`config.mk`:
```
export PLATFORM = sky130hd
export DESIGN_NAME = flobuffer_sched_flat
export DESIGN_NICKNAME = d
export VERILOG_FILES = /design/src/rtl/flobuffer_sched_if.sv /design/src/rtl/flobuffer_sched.sv /design/src/flat_wrapper.sv
export SDC_FILE = /design/constraint.sdc
export NUM_CORES = 1
export LEC_CHECK = 0
export CAP_MARGIN = 10
export CORE_ASPECT_RATIO = 0.9
export CORE_UTILIZATION = 40
export CTS_CLUSTER_DIAMETER = 40
export DETAILED_ROUTE_END_ITERATION = 10
export DONT_BUFFER_PORTS = 1
export HOLD_SLACK_MARGIN = 0.03
export SYNTH_ARGS = -nofsm -noshare
export SYNTH_HDL_FRONTEND = slang
export SYNTH_SLANG_ARGS = --single-unit
```
`constraint.sdc`:
```
create_clock -name clk -period 4.11 [get_ports clk]
set_input_delay 0.2055 -clock clk [delete_from_list [all_inputs] [get_ports clk]]
set_output_delay 0.2055 -clock clk [all_outputs]
set_load 0.005 [all_outputs]
```
`src/rtl/flobuffer_sched_if.sv`:
```
// Purpose: handshake/payload bundle between the decoder side and flobuffer_sched.
// master: drives queue/direct/pause/flush inputs, observes strobe and status.
// slave : the scheduler itself.
interface flobuffer_sched_if #(
  parameter int unsigned DATA_W  = 16,
  parameter int unsigned DELAY_W = 7,
  parameter int unsigned DEPTH   = 4,
  parameter int unsigned OVF_W   = 8
);
  localparam int unsigned LVL_W = $clog2(DEPTH) + 1;

  logic [DATA_W-1:0]  data_i;
  logic [DELAY_W-1:0] delay_i;
  logic               valid_i;
  logic               direct_i;
  logic               pause_i;
  logic               flush_i;
  logic [DATA_W-1:0]  data_o;
  logic               stb_o;
  logic               empty_o;
  logic               full_o;
  logic [LVL_W-1:0]   level_o;
  logic               err_o;
  logic [OVF_W-1:0]   ovf_cnt_o;

  modport master (
    output data_i, delay_i, valid_i, direct_i, pause_i, flush_i,
    input  data_o, stb_o, empty_o, full_o, level_o, err_o, ovf_cnt_o
  );

  modport slave (
    input  data_i, delay_i, valid_i, direct_i, pause_i, flush_i,
    output data_o, stb_o, empty_o, full_o, level_o, err_o, ovf_cnt_o
  );
endinterface

```
`src/rtl/flobuffer_sched.sv`:
```
// Purpose: timed output buffer. Queues {delay,data} words in a FIFO and replays
// them as single-cycle strobes, each spaced by its delay after the previous one.
// Ports: clk, rst (async active-high), bus (flobuffer_sched_if.slave):
//   data_i/delay_i/valid_i push, direct_i pass-through, pause_i, flush_i;
//   data_o/stb_o output strobe, empty_o/full_o/level_o fill status,
//   err_o rejected-push pulse, ovf_cnt_o saturating reject count.
module flobuffer_sched #(
  parameter int unsigned DATA_W  = 16,
  parameter int unsigned DELAY_W = 7,
  parameter int unsigned DEPTH   = 4,
  parameter int unsigned OVF_W   = 8
) (
  input logic               clk,
  input logic               rst,
  flobuffer_sched_if.slave  bus
);
  localparam int unsigned AW     = $clog2(DEPTH);
  localparam int unsigned LW     = AW + 1;
  localparam int unsigned WORD_W = DELAY_W + DATA_W;

  logic [WORD_W-1:0]  r_mem [DEPTH];
  logic [AW-1:0]      r_wr_ptr;
  logic [AW-1:0]      r_rd_ptr;
  logic [LW-1:0]      r_count;
  logic               r_loaded;
  logic [DELAY_W-1:0] r_cnt;
  logic [DATA_W-1:0]  r_word;
  logic [DATA_W-1:0]  r_data_o;
  logic               r_stb;
  logic               r_empty;
  logic               r_full;
  logic               r_err;
  logic [OVF_W-1:0]   r_ovf;

  logic [WORD_W-1:0]  w_head;
  logic               w_run;
  logic               w_emit;
  logic               w_pop;
  logic               w_push;
  logic               w_reject;
  logic [LW-1:0]      w_count_nxt;
  logic               w_loaded_nxt;

  // Read/write decisions for this edge; direct pass-through pre-empts a due word.
  always_comb begin
    w_head       = r_mem[r_rd_ptr];
    w_run        = !bus.pause_i && !bus.flush_i;
    w_emit       = w_run && r_loaded && (r_cnt == '0) && !bus.direct_i;
    // Loader only sees entries present before this edge (r_count), so a push
    // into an empty FIFO is picked up one edge later.
    w_pop        = w_run && (r_count != '0) && (!r_loaded || w_emit);
    w_push       = bus.valid_i && !bus.flush_i && (r_count != LW'(DEPTH));
    // Full check ignores a same-edge pop: the push is rejected regardless.
    w_reject     = bus.valid_i && !bus.flush_i && (r_count == LW'(DEPTH));
    w_count_nxt  = r_count + LW'(w_push) - LW'(w_pop);
    w_loaded_nxt = r_loaded;
    if (w_pop) begin
      w_loaded_nxt = 1'b1;
    end else if (w_emit) begin
      w_loaded_nxt = 1'b0;
    end
    if (bus.flush_i) begin
      w_count_nxt  = '0;
      w_loaded_nxt = 1'b0;
    end
  end

  // FIFO storage; contents need no reset.
  always_ff @(posedge clk) begin
    if (w_push) begin
      r_mem[r_wr_ptr] <= {bus.delay_i, bus.data_i};
    end
  end

  // Pointers, loaded word, countdown and registered status.
  always_ff @(posedge clk or posedge rst) begin
    if (rst) begin
      r_wr_ptr <= '0;
      r_rd_ptr <= '0;
      r_count  <= '0;
      r_loaded <= 1'b0;
      r_cnt    <= '0;
      r_word   <= '0;
      r_data_o <= '0;
      r_stb    <= 1'b0;
      r_empty  <= 1'b1;
      r_full   <= 1'b0;
      r_err    <= 1'b0;
      r_ovf    <= '0;
    end else begin
      r_count  <= w_count_nxt;
      r_loaded <= w_loaded_nxt;
      r_empty  <= (w_count_nxt == '0) && !w_loaded_nxt;
      r_full   <= (w_count_nxt == LW'(DEPTH));
      r_err    <= w_reject;
      if (w_reject && (r_ovf != '1)) begin
        r_ovf <= r_ovf + OVF_W'(1);
      end

      if (bus.flush_i) begin
        r_wr_ptr <= '0;
        r_rd_ptr <= '0;
      end else begin
        if (w_push) r_wr_ptr <= r_wr_ptr + AW'(1);
        if (w_pop)  r_rd_ptr <= r_rd_ptr + AW'(1);
      end

      if (w_pop) begin
        r_word <= w_head[DATA_W-1:0];
        r_cnt  <= w_head[WORD_W-1:DATA_W];
      end else if (w_run && r_loaded && (r_cnt != '0)) begin
        r_cnt <= r_cnt - DELAY_W'(1);
      end

      r_stb <= 1'b0;
      if (bus.direct_i) begin
        r_data_o <= bus.data_i;
        r_stb    <= 1'b1;
      end else if (w_emit) begin
        r_data_o <= r_word;
        r_stb    <= 1'b1;
      end
    end
  end

  assign bus.data_o    = r_data_o;
  assign bus.stb_o     = r_stb;
  assign bus.empty_o   = r_empty;
  assign bus.full_o    = r_full;
  assign bus.level_o   = r_count;
  assign bus.err_o     = r_err;
  assign bus.ovf_cnt_o = r_ovf;
endmodule

```
`src/flat_wrapper.sv`:
```
// flat-port wrapper written by rule: the top's interface ports become plain ports
module flobuffer_sched_flat 
#(
  parameter int unsigned DATA_W  = 16,
  parameter int unsigned DELAY_W = 7,
  parameter int unsigned DEPTH   = 4,
  parameter int unsigned OVF_W   = 8
)
  (clk, rst, bus_data_i, bus_delay_i, bus_valid_i, bus_direct_i, bus_pause_i, bus_flush_i, bus_data_o, bus_stb_o, bus_empty_o, bus_full_o, bus_level_o, bus_err_o, bus_ovf_cnt_o);
  flobuffer_sched_if #(.DATA_W(DATA_W), .DELAY_W(DELAY_W), .DEPTH(DEPTH), .OVF_W(OVF_W)) bus_i ();
  input logic clk;
  input logic rst;
  input wire logic [$bits(bus_i.data_i)-1:0] bus_data_i;
  input wire logic [$bits(bus_i.delay_i)-1:0] bus_delay_i;
  input wire logic [$bits(bus_i.valid_i)-1:0] bus_valid_i;
  input wire logic [$bits(bus_i.direct_i)-1:0] bus_direct_i;
  input wire logic [$bits(bus_i.pause_i)-1:0] bus_pause_i;
  input wire logic [$bits(bus_i.flush_i)-1:0] bus_flush_i;
  output wire logic [$bits(bus_i.data_o)-1:0] bus_data_o;
  output wire logic [$bits(bus_i.stb_o)-1:0] bus_stb_o;
  output wire logic [$bits(bus_i.empty_o)-1:0] bus_empty_o;
  output wire logic [$bits(bus_i.full_o)-1:0] bus_full_o;
  output wire logic [$bits(bus_i.level_o)-1:0] bus_level_o;
  output wire logic [$bits(bus_i.err_o)-1:0] bus_err_o;
  output wire logic [$bits(bus_i.ovf_cnt_o)-1:0] bus_ovf_cnt_o;
  assign bus_i.data_i = bus_data_i;
  assign bus_i.delay_i = bus_delay_i;
  assign bus_i.valid_i = bus_valid_i;
  assign bus_i.direct_i = bus_direct_i;
  assign bus_i.pause_i = bus_pause_i;
  assign bus_i.flush_i = bus_flush_i;
  assign bus_data_o = bus_i.data_o;
  assign bus_stb_o = bus_i.stb_o;
  assign bus_empty_o = bus_i.empty_o;
  assign bus_full_o = bus_i.full_o;
  assign bus_level_o = bus_i.level_o;
  assign bus_err_o = bus_i.err_o;
  assign bus_ovf_cnt_o = bus_i.ovf_cnt_o;
  flobuffer_sched #(.DATA_W(DATA_W), .DELAY_W(DELAY_W), .DEPTH(DEPTH), .OVF_W(OVF_W)) u_core (.clk(clk), .rst(rst), .bus(bus_i));
endmodule
```
==> impl_metrics.xml, run 1 <==
<?xml version="1.0" encoding="UTF-8"?>
<metrics>
  <group name="sta">
    <metric name="final_worst_path_cycle_share" unit="%">77.7</metric>
    <metric name="slew_viol_final" unit="">0</metric>
    <metric name="shortest_clock_period_the_worst_path_allows_after_layout" unit="ps">3190</metric>
    <metric name="max_slew_margin" unit="%">29.1</metric>
    <metric name="grt_setup_unrepaired" unit="">false</metric>
    <metric name="timing.final.setup_violations" unit="">0</metric>
    <metric name="final_critical_path_setup_slack" unit="ps">915</metric>
    <metric name="finalClockSkew" unit="ps">7.40</metric>
    <metric name="clock.fmax" unit="GHz">0.313</metric>
    <metric name="setup_tns" unit="ps">0</metric>
    <metric name="final-hold-violation-count" unit="">0</metric>
    <metric name="worst-slew-pin-transition" unit="ps">1060</metric>
  </group>
  <group name="critical_path">
    <metric name="crit_path_max_fanout" unit="">5</metric>
    <metric name="critical_path_class" unit="">flip-flop to flip-flop</metric>
    <metric name="timing.critical_path.arrival" unit="ps">3520</metric>
    <metric name="endpoint_kind" unit="">flip-flop</metric>
    <metric name="worstPathRequired" unit="ps">4440</metric>
    <metric name="timing.critical_path.from_type" unit="">flip-flop</metric>
  </group>
  <group name="run">
    <metric name="drv.max_cap_violation_count" unit="">0</metric>
  </group>
  <group name="synthesis">
    <metric name="synthesis.area" unit="sq um">6230</metric>
    <metric name="ys_dominant_reg_cell" unit="">sky130_fd_sc_hd__edfxtp_1</metric>
    <metric name="sequential_area_share_after_synthesis" unit="%">68.1</metric>
    <metric name="synth_fp_nets" unit="">414</metric>
    <metric name="synthesized_area_fraction_occupied_by_ao_oa_aoi_and_oai_cells" unit="%">4.18</metric>
    <metric name="number_of_enable_type_register_cells_in_the_synthesized_netlist" unit="">92</metric>
    <metric name="synth.mux.area_fraction" unit="%">15.6</metric>
    <metric name="post_synth_and_or_nand_nor_area_fraction" unit="%">6.16</metric>
    <metric name="postSynth.asyncResetShare" unit="%">39.1</metric>
    <metric name="synthesis.instances" unit="">375</metric>
    <metric name="yosysUniqueCellTypes" unit="">49</metric>
    <metric name="synth_top_family_by_area" unit="">multiplexers</metric>
    <metric name="yosys.area_share.adder" unit="%">2.13</metric>
    <metric name="yosys_register_bits" unit="">151</metric>
    <metric name="yosysWarnings" unit="">0</metric>
    <metric name="post_synth_xor_area_fraction" unit="%">1.69</metric>
    <metric name="syn-mean-instance-area" unit="sq um">16.6</metric>
  </group>
  <group name="power">
    <metric name="totalPowerFinal" unit="mW">4.23</metric>
    <metric name="power-per-cell-area" unit="nW/um^2">579</metric>
    <metric name="static-leakage-power" unit="nW">2.84</metric>
    <metric name="peakVddDrop" unit="mV">0.306</metric>
  </group>
  <group name="layout">
    <metric name="num-nets-final" unit="">452</metric>
    <metric name="nFillCells" unit="">1306</metric>
    <metric name="drive_above_1_share" unit="%">20.9</metric>
    <metric name="layout.core_utilization" unit="%">48.8</metric>
    <metric name="n_antenna_cell" unit="">0</metric>
    <metric name="commonest_cells_after_routing_fill_and_taps_aside" unit="">sky130_fd_sc_hd__edfxtp_1, sky130_fd_sc_hd__dfrtp_1, sky130_fd_sc_hd__dlygate4sd3_1, sky130_fd_sc_hd__mux4_2, sky130_fd_sc_hd__nand2_1</metric>
    <metric name="layout_commonest_cell" unit="">sky130_fd_sc_hd__edfxtp_1</metric>
    <metric name="area_delta_synth_final" unit="%">17.2</metric>
  </group>
  <group name="die">
    <metric name="die_area" unit="sq um">16100</metric>
    <metric name="die_w" unit="microns">134</metric>
    <metric name="floorplan.initialDensity" unit="%">41.6</metric>
    <metric name="num_rows" unit="">42</metric>
    <metric name="dieHeight" unit="microns">120</metric>
    <metric name="floorplan.io_pins" unit="">60</metric>
    <metric name="fp.coreArea" unit="sq um">15000</metric>
  </group>
  <group name="placement">
    <metric name="dp_hpwl" unit="microns">6790</metric>
    <metric name="port_buffers" unit="">0</metric>
    <metric name="worst_slack_at_placement" unit="ps">966</metric>
    <metric name="gp_routability_congestion" unit="">0.832</metric>
  </group>
  <group name="route">
    <metric name="vias_per_cell" unit="">5.20</metric>
    <metric name="routed_wl" unit="microns">11700</metric>
    <metric name="first_iter_violations" unit="">235</metric>
    <metric name="postRouteAntennaNets" unit="">0</metric>
    <metric name="vias" unit="">3242</metric>
    <metric name="routedWlPerCell" unit="microns">18.8</metric>
    <metric name="drc" unit="">0</metric>
    <metric name="firstDrtPassIters" unit="">4</metric>
  </group>
  <group name="global_route">
    <metric name="first_pass_grt_wire_length" unit="microns">19200</metric>
    <metric name="grt_max_degree" unit="">60</metric>
    <metric name="antenna_violations_before_repair" unit="">0</metric>
    <metric name="globalRouteTotalUtil" unit="%">16.4</metric>
    <metric name="via_count_of_the_first_global_routing_pass" unit="">3394</metric>
    <metric name="grt-ovfl-total" unit="">0</metric>
  </group>
  <group name="clock_tree">
    <metric name="clkSinkCount" unit="">151</metric>
    <metric name="clkTransAtPathRegs" unit="ps">60</metric>
    <metric name="cts_max_level" unit="">4</metric>
    <metric name="post_cts_buffers" unit="">0</metric>
    <metric name="clk_path_buf_depth" unit="">2</metric>
    <metric name="resized_after_cts" unit="">0</metric>
    <metric name="clk_root_buffer_cell" unit="">sky130_fd_sc_hd__clkbuf_16</metric>
    <metric name="cts_made_buffers" unit="">17</metric>
    <metric name="clock_latency" unit="ps">420</metric>
    <metric name="cts_tree" unit="">built</metric>
    <metric name="number_of_hold_buffers_added_after_cts" unit="">26</metric>
  </group>
  <group name="worst_hold_path">
    <metric name="hold_class" unit="">primary input to flip-flop</metric>
  </group>
  <group name="status">
    <metric name="status" unit="">completed</metric>
  </group>
</metrics>
[per-layer routing]
metal | track usage, % | vias to the layer above | share of wire (%)
met1 | 22.0 | 1646 | 45
met4 | 8.03 | 0 | 2.1
met3 | 4.40 | 18 | 5.2
met2 | 24.8 | 71 | 48
li1 | - | 1507 | -
met5 | 0 | - | 0
[sequential cells by signal (all words and copies together), names as in the netlist, 2 cells and up]
name / cells
u_core.bus.data_o: 16
u_core.bus.level_o: 3
u_core.bus.ovf_cnt_o: 8
u_core.r_cnt: 7
u_core.r_mem: 92
u_core.r_rd_ptr: 2
u_core.r_word: 16
u_core.r_wr_ptr: 2
[cells in the mapped netlist, drive strengths merged, types with 2 or more instances]
library cell,number,area (sq um)
buf,7,47.5
nand4b,2,17.5
o211ai,3,22.5
nand4,2,12.5
edfxtp,92,2760
a21oi,3,15.0
nor4,3,18.8
mux4,23,518
xnor2,9,78.8
o211a,2,20.0
nor2b,3,18.8
ha,9,113
mux2,18,263
nand3,8,40.0
xor2,3,26.3
nor3,10,50.1
nor2,9,33.8
o21ai,18,90.1
clkbuf,9,33.8
nand2,21,81.3
mux2i,19,190
dfrtp,58,1450
a21boi,2,18.8
and3,3,18.8
o31ai,4,43.8
or2,2,12.5
nor3b,2,20.0
inv,15,56.3
and2,4,25.0
a211oi,2,15.0
[cell families (layout without fill, tap and decap cells)]
group | count (synthesis) | count (layout)
simple gates | 73 | 73
flops | 151 | 151
compound gates | 38 | 38
mux | 60 | 60
buf+inv | 31 | 82
fa+ha+maj | 10 | 10
xor+xnor | 12 | 12
[area by class of cell]
cell class / count / area [sq um] / share of cell area (%)
Sequential cell: 151 / 4240 / 58.1
Tap cell: 198 / 248 / 3.39
Multi-Input combinational cell: 193 / 1850 / 25.4
Clock inverter: 14 / 150 / 2.06
Inverter: 15 / 56.3 / 0.771
Timing Repair Buffer: 35 / 328 / 4.49
Clock buffer: 18 / 429 / 5.88
[stage by stage]
| stage | hold WS, ps | std cells | area [sq um] |
|---|---|---|---|
| final | 68.9 | 624 | 7300 |
| after global routing | 81.9 | 624 | 7300 |
| after CTS | 45.5 | 624 | 7300 |
| after detailed placement | 275 | 566 | 6460 |
| after global placement | 273 | 566 | 6460 |
| after floorplan | 304 | 375 | 6230 |
[worst max-delay path, stage by stage, from the launching register on]
cell and delay, ps:
sky130_fd_sc_hd__dfrtp_1 420, sky130_fd_sc_hd__inv_1 100, sky130_fd_sc_hd__ha_1 150, sky130_fd_sc_hd__or4b_4 510, sky130_fd_sc_hd__o31ai_4 300, sky130_fd_sc_hd__nand2_2 100
sky130_fd_sc_hd__inv_2 60, sky130_fd_sc_hd__ha_1 220, sky130_fd_sc_hd__inv_1 70, sky130_fd_sc_hd__ha_1 160, sky130_fd_sc_hd__fa_1 410, sky130_fd_sc_hd__nor2b_1 150
sky130_fd_sc_hd__or2_2 290, sky130_fd_sc_hd__nor3_1 160
[report_power, final]
part | internal (mW) | switching, mW | leakage [nW]
logic | 0.371 | 0.309 | 0.995
clock network | 0.900 | 0.624 | 0.289
registers | 1.85 | 0.180 | 1.56
[worst paths after layout]
kind / start / to / slack (ps) / depth (start not counted)
setup / recovery: u_core.r_cnt[0] / u_core.bus.full_o / 920 / 13
hold / removal: bus_flush_i / u_core.bus.err_o / 70 / 2
setup reg to reg: u_core.r_cnt[0] / u_core.bus.full_o / 920 / 13
hold reg to reg: u_core.r_word[6] / u_core.r_word[6] / 510 / 1
max in group asynchronous: rst / u_core.r_word[10] / 3110 / 3
min in group asynchronous: rst / u_core.bus.data_o[0] / 460 / 3
No activity file was read; power rests on OpenSTA's default activity.
==> run 2, diff against run 1 <==
- clock period: 4.11 -> 3.2 ns (I/O delays scaled with it)
==> impl_metrics.xml, run 2 (synthesis results as in run 1) <==
<?xml version="1.0" encoding="UTF-8"?>
<metrics>
  <group name="power">
    <metric name="static-leakage-power" unit="nW">2.86</metric>
    <metric name="total_switching_power" unit="mW">1.35</metric>
    <metric name="internal_power" unit="mW">4.03</metric>
    <metric name="peakVddDrop" unit="mV">0.404</metric>
    <metric name="power-per-cell-area" unit="nW/um^2">733</metric>
    <metric name="clkPwrFrac" unit="%">34.6</metric>
    <metric name="totalPowerFinal" unit="mW">5.37</metric>
    <metric name="power_frac_comb" unit="%">17.3</metric>
    <metric name="pwr-share-seq" unit="%">48.1</metric>
    <metric name="sw_frac_of_total" unit="%">25.1</metric>
  </group>
  <group name="route">
    <metric name="routed_wl" unit="microns">11600</metric>
    <metric name="routedWlPerCell" unit="microns">18.3</metric>
    <metric name="firstDrtPassIters" unit="">4</metric>
    <metric name="vias" unit="">3246</metric>
    <metric name="vias_per_cell" unit="">5.15</metric>
    <metric name="postRouteAntennaNets" unit="">0</metric>
    <metric name="drc" unit="">0</metric>
    <metric name="first_iter_violations" unit="">177</metric>
  </group>
  <group name="critical_path">
    <metric name="crit_path_max_fanout" unit="">5</metric>
    <metric name="worst-r2r-setup-slack" unit="ps">190</metric>
    <metric name="worstReg2RegStart" unit="">u_core.r_cnt[1]</metric>
    <metric name="crit_path_frequent_cell" unit="">sky130_fd_sc_hd__ha_1</metric>
    <metric name="timing.critical_path.from_type" unit="">flip-flop</metric>
    <metric name="timing.critical_path.arrival" unit="ps">3340</metric>
    <metric name="crit_path_max_incr_delay" unit="ps">500</metric>
    <metric name="crit_slowest_cell" unit="">sky130_fd_sc_hd__or4b_4</metric>
    <metric name="critical_path_class" unit="">flip-flop to flip-flop</metric>
    <metric name="worstPathRequired" unit="ps">3530</metric>
    <metric name="endpoint_kind" unit="">flip-flop</metric>
    <metric name="timing.critical_path.cells" unit="">inv_1, ha_1, or4b_4, o31ai_4, nand2_2, inv_2, ha_1, inv_1, ha_1, fa_1, nor2b_1, or2_2, nor3_1</metric>
    <metric name="worstRegToRegCells" unit="">13</metric>
    <metric name="path_buf_inv" unit="">3</metric>
    <metric name="crit_family" unit="">simple AND/OR/NAND/NOR gates</metric>
    <metric name="critical_path.reg2reg.endpoint" unit="">u_core.bus.full_o</metric>
  </group>
  <group name="sta">
    <metric name="timing.final.setup_violations" unit="">0</metric>
    <metric name="hold_ws" unit="ps">72.2</metric>
    <metric name="worst-slew-pin-transition" unit="ps">1030</metric>
    <metric name="final-hold-violation-count" unit="">0</metric>
    <metric name="grt_setup_unrepaired" unit="">false</metric>
    <metric name="max_slew_margin" unit="%">31.3</metric>
    <metric name="finalClockSkew" unit="ps">5.98</metric>
    <metric name="shortest_clock_period_the_worst_path_allows_after_layout" unit="ps">3010</metric>
    <metric name="final_worst_path_cycle_share" unit="%">94.0</metric>
    <metric name="setup_tns" unit="ps">0</metric>
    <metric name="clock.fmax" unit="GHz">0.332</metric>
    <metric name="slew_viol_final" unit="">0</metric>
  </group>
  <group name="layout">
    <metric name="nFillCells" unit="">1246</metric>
    <metric name="layout.core_utilization" unit="%">48.9</metric>
    <metric name="area_delta_synth_final" unit="%">17.6</metric>
    <metric name="n_antenna_cell" unit="">0</metric>
    <metric name="layoutNonFillerInstCount" unit="">630</metric>
    <metric name="regMostFlops" unit="">u_core.r_mem</metric>
    <metric name="commonest_cells_after_routing_fill_and_taps_aside" unit="">sky130_fd_sc_hd__edfxtp_1, sky130_fd_sc_hd__dfrtp_1, sky130_fd_sc_hd__dlygate4sd3_1, sky130_fd_sc_hd__mux4_2, sky130_fd_sc_hd__nand2_1</metric>
    <metric name="largest_register_ff_count" unit="">92</metric>
    <metric name="layout_commonest_cell" unit="">sky130_fd_sc_hd__edfxtp_1</metric>
    <metric name="num-nets-final" unit="">458</metric>
    <metric name="drive_above_1_share" unit="%">20.8</metric>
  </group>
  <group name="die">
    <metric name="die_area" unit="sq um">16100</metric>
    <metric name="num_rows" unit="">42</metric>
    <metric name="floorplan.initialDensity" unit="%">41.6</metric>
    <metric name="fp.coreArea" unit="sq um">15000</metric>
    <metric name="dieHeight" unit="microns">120</metric>
    <metric name="die_w" unit="microns">134</metric>
    <metric name="floorplan.io_pins" unit="">60</metric>
  </group>
  <group name="clock_tree">
    <metric name="clkTransAtPathRegs" unit="ps">60</metric>
    <metric name="clk_root_buffer_cell" unit="">sky130_fd_sc_hd__clkbuf_16</metric>
    <metric name="clock_latency" unit="ps">410</metric>
    <metric name="clk_path_buf_depth" unit="">2</metric>
    <metric name="cts_made_buffers" unit="">17</metric>
    <metric name="cts_max_level" unit="">4</metric>
    <metric name="clkSinkCount" unit="">151</metric>
    <metric name="cts_tree" unit="">built</metric>
  </group>
  <group name="global_route">
    <metric name="grt_max_degree" unit="">34</metric>
    <metric name="via_count_of_the_first_global_routing_pass" unit="">3449</metric>
    <metric name="grt-ovfl-total" unit="">0</metric>
    <metric name="globalRouteTotalUtil" unit="%">15.8</metric>
    <metric name="antenna_violations_before_repair" unit="">0</metric>
    <metric name="first_pass_grt_wire_length" unit="microns">18700</metric>
  </group>
  <group name="placement">
    <metric name="inst_count_dp" unit="">569</metric>
    <metric name="dp_hpwl" unit="microns">7090</metric>
    <metric name="gp_routability_congestion" unit="">0.815</metric>
    <metric name="port_buffers" unit="">0</metric>
  </group>
  <group name="worst_hold_path">
    <metric name="min_to" unit="">u_core.r_loaded</metric>
    <metric name="cell_depth_of_the_worst_hold_path" unit="">2</metric>
    <metric name="hold_class" unit="">primary input to flip-flop</metric>
    <metric name="hold_start" unit="">bus_direct_i</metric>
  </group>
  <group name="run">
    <metric name="drv.max_cap_violation_count" unit="">0</metric>
  </group>
  <group name="status">
    <metric name="status" unit="">completed</metric>
  </group>
</metrics>
-- run 2: layout make-up --
type / count / area (sq um) / area share [%]
multi-input cells: 193 / 1860 / 25.3
well taps: 198 / 248 / 3.38
inverters: 15 / 56.3 / 0.768
clock inverters: 4 / 45.0 / 0.615
repair buffers: 41 / 375 / 5.12
flip-flops and latches: 151 / 4240 / 57.9
clock buffers: 28 / 507 / 6.91
-- run 2: worst reg2reg max path, stage by stage (launching register included) --
cell	delay, ps
sky130_fd_sc_hd__dfrtp_1	390
sky130_fd_sc_hd__inv_1	100
sky130_fd_sc_hd__ha_1	160
sky130_fd_sc_hd__or4b_4	500
sky130_fd_sc_hd__o31ai_4	210
sky130_fd_sc_hd__nand2_2	90
sky130_fd_sc_hd__inv_2	60
sky130_fd_sc_hd__ha_1	210
sky130_fd_sc_hd__inv_1	60
sky130_fd_sc_hd__ha_1	160
sky130_fd_sc_hd__fa_1	400
sky130_fd_sc_hd__nor2b_1	150
sky130_fd_sc_hd__or2_2	300
sky130_fd_sc_hd__nor3_1	140
-- run 2: worst max-delay path by stage --
stage / from / end / cells after the start
floorplan: u_core.r_cnt[0] / u_core.bus.empty_o / 14
global placement: u_core.r_cnt[0] / u_core.bus.empty_o / 13
detailed placement: u_core.r_cnt[0] / u_core.bus.empty_o / 14
CTS: u_core.r_cnt[0] / u_core.bus.empty_o / 14
global route: u_core.r_cnt[1] / u_core.bus.full_o / 13
finish: u_core.r_cnt[1] / u_core.bus.full_o / 13
-- run 2: power by group through the flow --
| stage | logic [mW] | registers, mW | clock network, mW |
|---|---|---|---|
| 3_5_place_dp | 0.854 | 2.63 | 0 |
| 3_3_place_gp | 0.836 | 2.61 | 0 |
| 4_1_cts | 0.913 | 2.59 | 1.92 |
| 5_1_grt | 1.03 | 2.62 | 1.98 |
| 2_1_floorplan | 0.721 | 2.56 | 0 |
| 6_report | 0.928 | 2.58 | 1.86 |
-- run 2: through the flow --
step / worst slack (ps) / instance area, sq um
after floorplan: 101 / 6230
after global placement: 260 / 6490
after detailed placement: 146 / 6490
after CTS: 95.2 / 7310
after global routing: 18.6 / 7330
final: 190 / 7330
-- run 2: repair_timing --
action / CTS / global route
hold buffers: 27 / 0
resized for setup: 0 / 1
hold endpoints to repair: 147 / 0
setup endpoints to repair: 0 / 2
setup buffers: 0 / 2
-- run 2: layer usage --
metal	vias up	part of all wire, %	track usage (%)
met5	-	0	0
met4	0	1.3	6.18
met3	12	3.9	5.07
met2	58	48	24.6
met1	1662	47	20.6
li1	1514	-	-
==> run 3, diff against run 2 <==
- clock period: 3.2 -> 3.07 ns (I/O delays scaled with it)
==> impl_metrics.xml, run 3 (synthesis results as in run 1) <==
<?xml version="1.0" encoding="UTF-8"?>
<metrics>
  <group name="sta">
    <metric name="hold_ws" unit="ps">51.1</metric>
    <metric name="max_slew_margin" unit="%">62.7</metric>
    <metric name="grt_setup_unrepaired" unit="">true</metric>
    <metric name="final_worst_path_cycle_share" unit="%">97.2</metric>
    <metric name="timing.final.setup_violations" unit="">0</metric>
    <metric name="setup_tns" unit="ps">0</metric>
    <metric name="worst-slew-pin-transition" unit="ps">555</metric>
    <metric name="slew_viol_final" unit="">0</metric>
    <metric name="final-hold-violation-count" unit="">0</metric>
    <metric name="clock.fmax" unit="GHz">0.335</metric>
    <metric name="finalClockSkew" unit="ps">9.17</metric>
    <metric name="shortest_clock_period_the_worst_path_allows_after_layout" unit="ps">2980</metric>
  </group>
  <group name="layout">
    <metric name="nFillCells" unit="">1281</metric>
    <metric name="commonest_cells_after_routing_fill_and_taps_aside" unit="">sky130_fd_sc_hd__edfxtp_1, sky130_fd_sc_hd__dfrtp_1, sky130_fd_sc_hd__dlygate4sd3_1, sky130_fd_sc_hd__mux4_2, sky130_fd_sc_hd__nand2_1</metric>
    <metric name="area_delta_synth_final" unit="%">19.9</metric>
    <metric name="layout.core_utilization" unit="%">49.9</metric>
    <metric name="n_antenna_cell" unit="">0</metric>
    <metric name="drive_above_1_share" unit="%">24.9</metric>
    <metric name="layout_commonest_cell" unit="">sky130_fd_sc_hd__edfxtp_1</metric>
    <metric name="final_design_area_no_fill" unit="sq um">7470</metric>
    <metric name="largest_register_ff_count" unit="">92</metric>
    <metric name="regMostFlops" unit="">u_core.r_mem</metric>
    <metric name="num-nets-final" unit="">460</metric>
  </group>
  <group name="clock_tree">
    <metric name="clock_latency" unit="ps">420</metric>
    <metric name="cts_max_level" unit="">4</metric>
    <metric name="cts_tree" unit="">built</metric>
    <metric name="clkSinkCount" unit="">151</metric>
    <metric name="clk_root_buffer_cell" unit="">sky130_fd_sc_hd__clkbuf_16</metric>
    <metric name="clkTransAtPathRegs" unit="ps">60</metric>
    <metric name="clk_path_buf_depth" unit="">2</metric>
    <metric name="cts_made_buffers" unit="">17</metric>
  </group>
  <group name="power">
    <metric name="static-leakage-power" unit="nW">2.88</metric>
    <metric name="power-per-cell-area" unit="nW/um^2">777</metric>
    <metric name="peakVddDrop" unit="mV">0.429</metric>
  </group>
  <group name="global_route">
    <metric name="globalRouteTotalUtil" unit="%">16.7</metric>
    <metric name="grt-ovfl-total" unit="">0</metric>
    <metric name="via_count_of_the_first_global_routing_pass" unit="">3549</metric>
    <metric name="antenna_violations_before_repair" unit="">0</metric>
    <metric name="grt_max_degree" unit="">50</metric>
    <metric name="first_pass_grt_wire_length" unit="microns">19700</metric>
  </group>
  <group name="critical_path">
    <metric name="worstPathRequired" unit="ps">3410</metric>
    <metric name="crit_path_frequent_cell" unit="">sky130_fd_sc_hd__ha_4</metric>
    <metric name="crit_path_max_fanout" unit="">3</metric>
    <metric name="crit_slowest_cell" unit="">sky130_fd_sc_hd__or4b_4</metric>
    <metric name="worst-r2r-setup-slack" unit="ps">90</metric>
    <metric name="timing.critical_path.from_type" unit="">flip-flop</metric>
    <metric name="timing.critical_path.arrival" unit="ps">3320</metric>
    <metric name="crit_path_max_incr_delay" unit="ps">480</metric>
    <metric name="path_buf_inv" unit="">3</metric>
    <metric name="timing.critical_path.cells" unit="">inv_2, ha_4, or4b_4, o31ai_4, nand2_2, inv_2, ha_4, inv_4, ha_4, fa_2, nor2b_4, or2_4, nor3_2</metric>
    <metric name="critical_path_class" unit="">flip-flop to flip-flop</metric>
    <metric name="crit_family" unit="">simple AND/OR/NAND/NOR gates</metric>
    <metric name="endpoint_kind" unit="">flip-flop</metric>
  </group>
  <group name="route">
    <metric name="routedWlPerCell" unit="microns">19.4</metric>
    <metric name="routed_wl" unit="microns">12300</metric>
    <metric name="drc" unit="">0</metric>
    <metric name="vias" unit="">3345</metric>
    <metric name="first_iter_violations" unit="">231</metric>
    <metric name="firstDrtPassIters" unit="">4</metric>
    <metric name="vias_per_cell" unit="">5.29</metric>
    <metric name="postRouteAntennaNets" unit="">0</metric>
  </group>
  <group name="worst_hold_path">
    <metric name="hold_class" unit="">primary input to flip-flop</metric>
  </group>
  <group name="die">
    <metric name="die_w" unit="microns">134</metric>
    <metric name="fp.coreArea" unit="sq um">15000</metric>
    <metric name="dieHeight" unit="microns">120</metric>
    <metric name="die_area" unit="sq um">16100</metric>
    <metric name="floorplan.io_pins" unit="">60</metric>
    <metric name="floorplan.initialDensity" unit="%">41.6</metric>
    <metric name="num_rows" unit="">42</metric>
  </group>
  <group name="status">
    <metric name="status" unit="">completed</metric>
  </group>
  <group name="placement">
    <metric name="dp_hpwl" unit="microns">7210</metric>
    <metric name="gp_routability_congestion" unit="">0.874</metric>
    <metric name="placed_cell_area" unit="sq um">6500</metric>
    <metric name="port_buffers" unit="">0</metric>
  </group>
  <group name="run">
    <metric name="drv.max_cap_violation_count" unit="">0</metric>
  </group>
</metrics>
run 3: cell types whose count changed in the layout (fill, tap and decap cells not counted), moves of 2 or more:
cell / delta
sky130_fd_sc_hd__clkbuf_8: -4
sky130_fd_sc_hd__clkinv_2: -2
sky130_fd_sc_hd__ha_4: +3
sky130_fd_sc_hd__clkinv_4: +4
sky130_fd_sc_hd__xnor2_1: -2
sky130_fd_sc_hd__clkinvlp_4: +4
sky130_fd_sc_hd__inv_2: +2
sky130_fd_sc_hd__inv_1: -3
sky130_fd_sc_hd__clkbuf_1: -3
sky130_fd_sc_hd__buf_12: +3
sky130_fd_sc_hd__ha_1: -3
sky130_fd_sc_hd__dlygate4sd3_1: -2
sky130_fd_sc_hd__xnor2_2: +2
run 3: power breakdown:
part | switching (mW) | total, mW | internal [mW]
Combinational | 0.485 | 1.09 | 0.602
Clock | 0.797 | 2.00 | 1.20
Sequential | 0.251 | 2.72 | 2.47
run 3: metal layers:
| metal | vias to the layer above | share of wire [%] | global-route usage (%) |
|---|---|---|---|
| met2 | 106 | 48 | 26.3 |
| met4 | 0 | 1.5 | 5.47 |
| met3 | 21 | 6.8 | 6.42 |
| li1 | 1515 | - | - |
| met1 | 1703 | 44 | 21.2 |
| met5 | - | 0 | 0 |
run 3: stage by stage:
step | std cells | power, mW | setup WS, ps
after global placement | 568 | 3.63 | 150
after global routing | 632 | 6.08 | -48.9
after detailed placement | 568 | 3.67 | 65.0
after floorplan | 375 | 3.43 | -23.4
final | 632 | 5.81 | 86.1
after CTS | 626 | 5.73 | 16.0
run 3: repair_timing:
item,CTS,global route
endpoints found under the hold margin,167,0
resized for setup,0,15
hold buffers,26,0
setup buffers,0,5
endpoints found under the setup margin,0,3
run 3: path summary, 6_finish.rpt:
check | start | end | cells after the start
worst max register to register | u_core.r_cnt[1] | u_core.bus.full_o | 13
worst min register to register | u_core.r_word[14] | u_core.r_word[14] | 1
worst min-delay path | bus_direct_i | u_core.bus.data_o[4] | 2
min in group asynchronous | rst | u_core.r_word[3] | 2
worst max-delay path | u_core.r_cnt[1] | u_core.bus.full_o | 13
max in group asynchronous | rst | u_core.bus.data_o[11] | 3
run 3: cell type report:
class / instances / area, sq um / share of cell area (%)
Clock buffer: 21 / 440 / 5.90
Clock inverter: 11 / 130 / 1.74
Inverter: 15 / 58.8 / 0.787
Multi-Input combinational cell: 193 / 1930 / 25.8
Sequential cell: 151 / 4240 / 56.8
Tap cell: 198 / 248 / 3.32
Timing Repair Buffer: 43 / 423 / 5.66
